**src/rtl/alu_seq_n_bits.sv**
```systemverilog
// Sequential N-bit ALU. Single-cycle ops (add/sub/logic/shift/pass) finish on the accepting edge.
// Mul, div and mod run N shift-add / restoring-divide iterations in CALC.
module alu_seq_n_bits #(
    parameter int N = 8
) (
    input  logic         clk,
    input  logic         rst_n,
    input  logic         start,
    input  logic [N-1:0] a,
    input  logic [N-1:0] b,
    input  logic [3:0]   control,
    output logic [N-1:0] result,
    output logic         v,
    output logic         c,
    output logic         n,
    output logic         z,
    output logic         dz,
    output logic         busy,
    output logic         done
);
    localparam int CNT_W = $clog2(N);

    typedef enum logic {IDLE, CALC} state_t;

    state_t           state, state_nxt;
    logic [CNT_W-1:0] cnt;
    logic [2*N-1:0]   acc, acc_nxt;
    logic [N-1:0]     divisor;
    logic             op_mul, op_mod;

    logic             go_multi, last_iter;
    logic [N:0]       sum_ext;
    logic [N-1:0]     r_fast, r_slow, rem_sub;
    logic             v_fast, c_fast, dz_fast, c_slow;
    logic [N:0]       mul_sum, div_shift;

    function automatic logic add_ovf(input logic sa, input logic sb, input logic sr);
        return (sa == sb) && (sr != sa);
    endfunction

    assign go_multi  = ((control == 4'd7) || (control == 4'd8) || (control == 4'd9)) && (b != '0);
    assign last_iter = (cnt == CNT_W'(N - 1));

    always_comb begin
        sum_ext = '0;
        r_fast  = a;
        v_fast  = 1'b0;
        c_fast  = 1'b0;
        dz_fast = 1'b0;
        case (control)
            4'd0: begin
                sum_ext = {1'b0, a} + {1'b0, b};
                r_fast  = sum_ext[N-1:0];
                c_fast  = sum_ext[N];
                v_fast  = add_ovf(a[N-1], b[N-1], sum_ext[N-1]);
            end
            4'd1: begin
                sum_ext = {1'b0, a} + {1'b0, ~b} + (N+1)'(1);
                r_fast  = sum_ext[N-1:0];
                c_fast  = sum_ext[N];
                v_fast  = add_ovf(a[N-1], ~b[N-1], sum_ext[N-1]);
            end
            4'd2: r_fast = a & b;
            4'd3: r_fast = a | b;
            4'd4: r_fast = a ^ b;
            4'd5: r_fast = (b >= N'(N)) ? '0 : (a >> b);
            4'd6: r_fast = (b >= N'(N)) ? '0 : (a << b);
            // Only reached with b == 0 for 7/8/9; nonzero b goes through CALC
            4'd7: begin
                r_fast  = a;
                dz_fast = (b == '0);
            end
            4'd8: r_fast = '0;
            4'd9: begin
                r_fast  = '1;
                dz_fast = (b == '0);
            end
            default: r_fast = a;
        endcase
    end

    // acc holds {high/remainder, low/multiplier-or-quotient}
    always_comb begin
        mul_sum   = {1'b0, acc[2*N-1:N]} + (acc[0] ? {1'b0, divisor} : '0);
        div_shift = {acc[2*N-1:N], acc[N-1]};
        rem_sub   = div_shift[N-1:0] - divisor;
        if (op_mul)
            acc_nxt = {mul_sum, acc[N-1:1]};
        else if (div_shift >= {1'b0, divisor})
            acc_nxt = {rem_sub, acc[N-2:0], 1'b1};
        else
            acc_nxt = {div_shift[N-1:0], acc[N-2:0], 1'b0};
        r_slow = (!op_mul && op_mod) ? acc_nxt[2*N-1:N] : acc_nxt[N-1:0];
        c_slow = op_mul && (acc_nxt[2*N-1:N] != '0);
    end

    always_comb begin
        state_nxt = state;
        case (state)
            IDLE:    if (start && go_multi) state_nxt = CALC;
            CALC:    if (last_iter) state_nxt = IDLE;
            default: state_nxt = IDLE;
        endcase
    end

    always_ff @(posedge clk or negedge rst_n) begin
        if (!rst_n) state <= IDLE;
        else        state <= state_nxt;
    end

    always_ff @(posedge clk or negedge rst_n) begin
        if (!rst_n) begin
            cnt    <= '0;
            busy   <= 1'b0;
            done   <= 1'b0;
            result <= '0;
            v      <= 1'b0;
            c      <= 1'b0;
            n      <= 1'b0;
            z      <= 1'b0;
            dz     <= 1'b0;
        end else begin
            done <= 1'b0;
            if (state == IDLE) begin
                cnt <= '0;
                if (start && go_multi) begin
                    busy <= 1'b1;
                end else if (start) begin
                    result <= r_fast;
                    v      <= v_fast;
                    c      <= c_fast;
                    n      <= r_fast[N-1];
                    z      <= (r_fast == '0);
                    dz     <= dz_fast;
                    done   <= 1'b1;
                end
            end else begin
                cnt <= cnt + 1'b1;
                if (last_iter) begin
                    cnt    <= '0;
                    busy   <= 1'b0;
                    done   <= 1'b1;
                    result <= r_slow;
                    v      <= 1'b0;
                    c      <= c_slow;
                    n      <= r_slow[N-1];
                    z      <= (r_slow == '0);
                    dz     <= 1'b0;
                end
            end
        end
    end

    // Working registers need no reset: they are loaded on every CALC entry
    always_ff @(posedge clk) begin
        if (state == IDLE && start && go_multi) begin
            acc     <= {{N{1'b0}}, a};
            divisor <= b;
            op_mul  <= (control == 4'd8);
            op_mod  <= (control == 4'd7);
        end else if (state == CALC) begin
            acc <= acc_nxt;
        end
    end
endmodule

```
**config.mk**
```make
export PLATFORM = sky130hd
export DESIGN_NAME = alu_seq_n_bits
export DESIGN_NICKNAME = d
export VERILOG_FILES = /design/src/rtl/alu_seq_n_bits.sv
export SDC_FILE = /design/constraint.sdc
export NUM_CORES = 1
export LEC_CHECK = 0
export ABC_AREA = 1
export CAP_MARGIN = 20
export CORE_UTILIZATION = 50
export CTS_CLUSTER_SIZE = 14
export DETAILED_ROUTE_END_ITERATION = 7
export GPL_TIMING_DRIVEN = 0
export PLACE_DENSITY = 0.71
export REMOVE_ABC_BUFFERS = 1
export SLEW_MARGIN = 10
export SYNTH_ARGS = -nofsm -noshare
export SYNTH_HDL_FRONTEND = slang
export SYNTH_SLANG_ARGS = --single-unit
```
**constraint.sdc**
```tcl
create_clock -name clk -period 2.2 [get_ports clk]
set_input_delay 0.33 -clock clk [delete_from_list [all_inputs] [get_ports clk]]
set_output_delay 0.33 -clock clk [all_outputs]
set_load 0.01 [all_outputs]
```
==> results.toml <==
[clock_network]
cts_root_buffer = "sky130_fd_sc_hd__clkbuf_8"
cts-root-to-sink-buffers = 2
cts.reportedPaths.clkPinSlew_ns = 0.10
clock_sink_count = 44
cts_tree = "done"
cts-buffers-inserted = 5
clk_lat_worst_skew_ns = 0.31
cts_max_level = 2

[synth]
synthDominantCellAreaShare_pct = 18.3
synth_cell_type_count = 43
synth_common_cells = "sky130_fd_sc_hd__nand2_1, sky130_fd_sc_hd__nand3_1, sky130_fd_sc_hd__inv_1, sky130_fd_sc_hd__nor2_1, sky130_fd_sc_hd__ha_1"
mean_instance_size_in_the_synthesized_netlist_um2 = 6.24
synth-warning-count = 0
post_synth_edffs = 18
asyncSetResetFlopFracSynth_pct = 40.9
synth_sequential_area_ratio_pct = 23.5
synth.cell_area_mm2 = 0.00490
ys_ff_latch = 44
synth_top_flop_cell = "sky130_fd_sc_hd__edfxtp_1"
synthDominantAreaCellType = "sky130_fd_sc_hd__nand2_1"
syn-instance-count = 785
synth.area.top_cells = "sky130_fd_sc_hd__nand2_1, sky130_fd_sc_hd__edfxtp_1, sky130_fd_sc_hd__ha_1, sky130_fd_sc_hd__nand3_1, sky130_fd_sc_hd__dfrtp_1"
yosysMostFrequentCell = "sky130_fd_sc_hd__nand2_1"

[run_status]
outcome = "finished with violations"
failed_checks = "setup timing"

[sta]
max_freq_ghz = 0.436
pin_slew_with_the_least_headroom_to_its_limit_ns = 0.829
final_critical_path_setup_slack_ns = -0.0961
timing.setup.tns_ns = -0.177
rsz0062_at_grt = "yes"
finalWorstPathRequiredPeriod_ns = 2.30
slew_headroom_pct = 44.6
slew_viol_final = 0
count_of_final_setup_violators = 2
finalHoldViolCount = 0
timing.final.crit_share_pct = 104
fin_skew_ns = 0.0126

[pwr]
power.share.clock_pct = 10.4
pwr-share-comb_pct = 63.8
vdd.ir_drop.worst_mv = 0.491
p_sw_share_pct = 46.9
net_load_switching_power_mw = 2.76
share_seq_of_total_power_pct = 25.8
intPower_mw = 3.12
power.static_leakage_nw = 2.99
power_per_cell_area_mw_per_mm2 = 959

[global_routing]
initial_antenna_violation_count = 0
grt_total_ovfl = 0
grt_start_max_net_pins = 24
grt_pass1_wl_um = 25800
gr-usage-all-layers_pct = 33.1
vias_in_the_first_global_route = 5125

[critical_path]
criticalPathCategory = "register to register"
setup.worst_path.end_class = "register"
highest_fanout_seen_on_the_critical_path = 8
worstSetupStartpointType = "register"
crit_required_ns = 2.40
arrival_worst_endpoint_ns = 2.49

[finish]
post_route_cells_drive_above_1_share_pct = 21.2
final.fill_count = 833
syn2layout_area_growth_pct = 25.2
finished_layout_cell_area_mm2 = 0.00613
antenna_cells_inserted = 0
final_net_count = 904

[floorplanning]
starting_density_of_the_core_pct = 52.2
num_rows = 35
placeableCoreArea_mm2 = 0.00937
die_x_um = 101
die_y_um = 101
ioPinCount = 38
die_ar_mm2 = 0.0102

[detailed_routing]
detail_route.drc_violations = 0
viasPerCell = 5.84
dr.first_iter.drc_count = 472
post_drt_wl_per_cell_um = 17.3
drt_first_pass_iters = 5
drt.antenna.violating_nets = 0
detail_route.wirelength_um = 16700
route.vias.total = 5634

[run]
max_cap_viol_count = 0

[place]
place_hpwl_um = 12000
place.port_buffers = 37
gp_routability_congestion = 0.988
place_area_mm2 = 0.00529

[min_path]
hold_path_class = "input port to register"
==> power by group through the flow <==
stage	Clock, mW	Combinational [mW]	Sequential, mW
2_1_floorplan	0	1.98	1.47
3_3_place_gp	0	2.80	1.49
3_5_place_dp	0	2.86	1.50
4_1_cts	0.614	3.40	1.50
5_1_grt	0.646	4.13	1.56
6_report	0.610	3.75	1.52
==> per-layer routing <==
metal / vias to the layer above / track usage (%) / share of wire (%)
met5: - / 0 / 0
met3: 65 / 3.40 / 7.3
li1: 2687 / - / -
met2: 280 / 58.9 / 49
met1: 2602 / 39.9 / 38
met4: 0 / 15.6 / 5.5
==> final timing paths <==
| check | slack [ns] | startpoint | to | cells past startpoint |
|---|---|---|---|---|
| worst max-delay path | -0.1 | acc[0] | c | 14 |
| max in group asynchronous | 1.21 | rst_n | c | 1 |
| worst max register to register | -0.1 | acc[0] | c | 14 |
| worst min-delay path | 0.28 | b[3] | divisor[3] | 1 |
| worst min register to register | 0.45 | cnt[0] | cnt[0] | 1 |
| min in group asynchronous | 0.49 | rst_n | result[4] | 1 |
==> kinds of logic (layout without fill, tap and decap cells) <==
group	count (synthesis)	in the layout	synth area share [%]
flops	44	44	23.5
fa+ha+maj	46	46	12.4
simple gates	464	465	41.0
xor+xnor	5	5	0.894
compound gates	101	101	11.8
buf+inv	125	175	10.4
==> registers in the layout, indices dropped and copies added (netlist names) <==
register / cells
acc: 16
busy: 1
c: 1
cnt: 3
divisor: 8
done: 1
dz: 1
op_mod: 1
op_mul: 1
result: 8
state: 1
v: 1
z: 1
==> what timing repair did <==
item,4_1_cts,5_1_grt
buffers inserted,22,7
hold endpoints to repair,0,0
endpoints found under the setup margin,49,27
cloned,2,0
pin swaps,24,35
hold buffers,0,0
gates resized for setup,126,74
==> through the flow <==
stage	cells	utilization, %	total power, mW	hold slack, ns	setup slack [ns]
finish	965	65.4	5.88	0.283	-0.0961
global route	965	65.4	6.33	0.283	-0.186
CTS	958	62.9	5.52	0.335	-0.0309
detailed placement	926	56.5	4.36	0.449	-1.87
global placement	926	56.5	4.28	0.427	-1.80
floorplan	760	-	3.44	0.0344	-0.170
==> cell usage in the layout, fill, tap and decap left out, drive strengths merged, types with 18 or more instances in the layout <==
cell and count:
edfxtp 18, nand4 30, nor2 78, buf 33, dfrtp 18, nand2 246, a21oi 41, nand3 96
inv 100, o21ai 37, ha 42
==> cell type report <==
type / count / area, um^2 / area share, %
Multi-Input combinational cell: 617 / 3710 / 60.5
Clock inverter: 2 / 15.0 / 0.245
Tap cell: 129 / 161 / 2.63
Timing Repair Buffer: 66 / 592 / 9.65
Timing Repair inverter: 1 / 5.00 / 0.0816
Inverter: 100 / 395 / 6.45
Clock buffer: 6 / 93.8 / 1.53
Sequential cell: 44 / 1160 / 18.9
==> worst max-delay path, cell delays in order (launching register included) <==
cell                       delay [ns]
sky130_fd_sc_hd__edfxtp_1        0.42
sky130_fd_sc_hd__buf_6           0.16
sky130_fd_sc_hd__nand2_1         0.10
sky130_fd_sc_hd__inv_1           0.08
sky130_fd_sc_hd__ha_1            0.28
sky130_fd_sc_hd__nand3_1         0.10
sky130_fd_sc_hd__nand2_2         0.09
sky130_fd_sc_hd__a21oi_1         0.21
sky130_fd_sc_hd__xnor2_1         0.11
sky130_fd_sc_hd__a21oi_2         0.19
sky130_fd_sc_hd__nand2_2         0.08
sky130_fd_sc_hd__nor2_2          0.12
sky130_fd_sc_hd__nand2_1         0.11
sky130_fd_sc_hd__nand3_2         0.07
sky130_fd_sc_hd__a21oi_2         0.06
No activity file was read; power rests on OpenSTA's default activity.
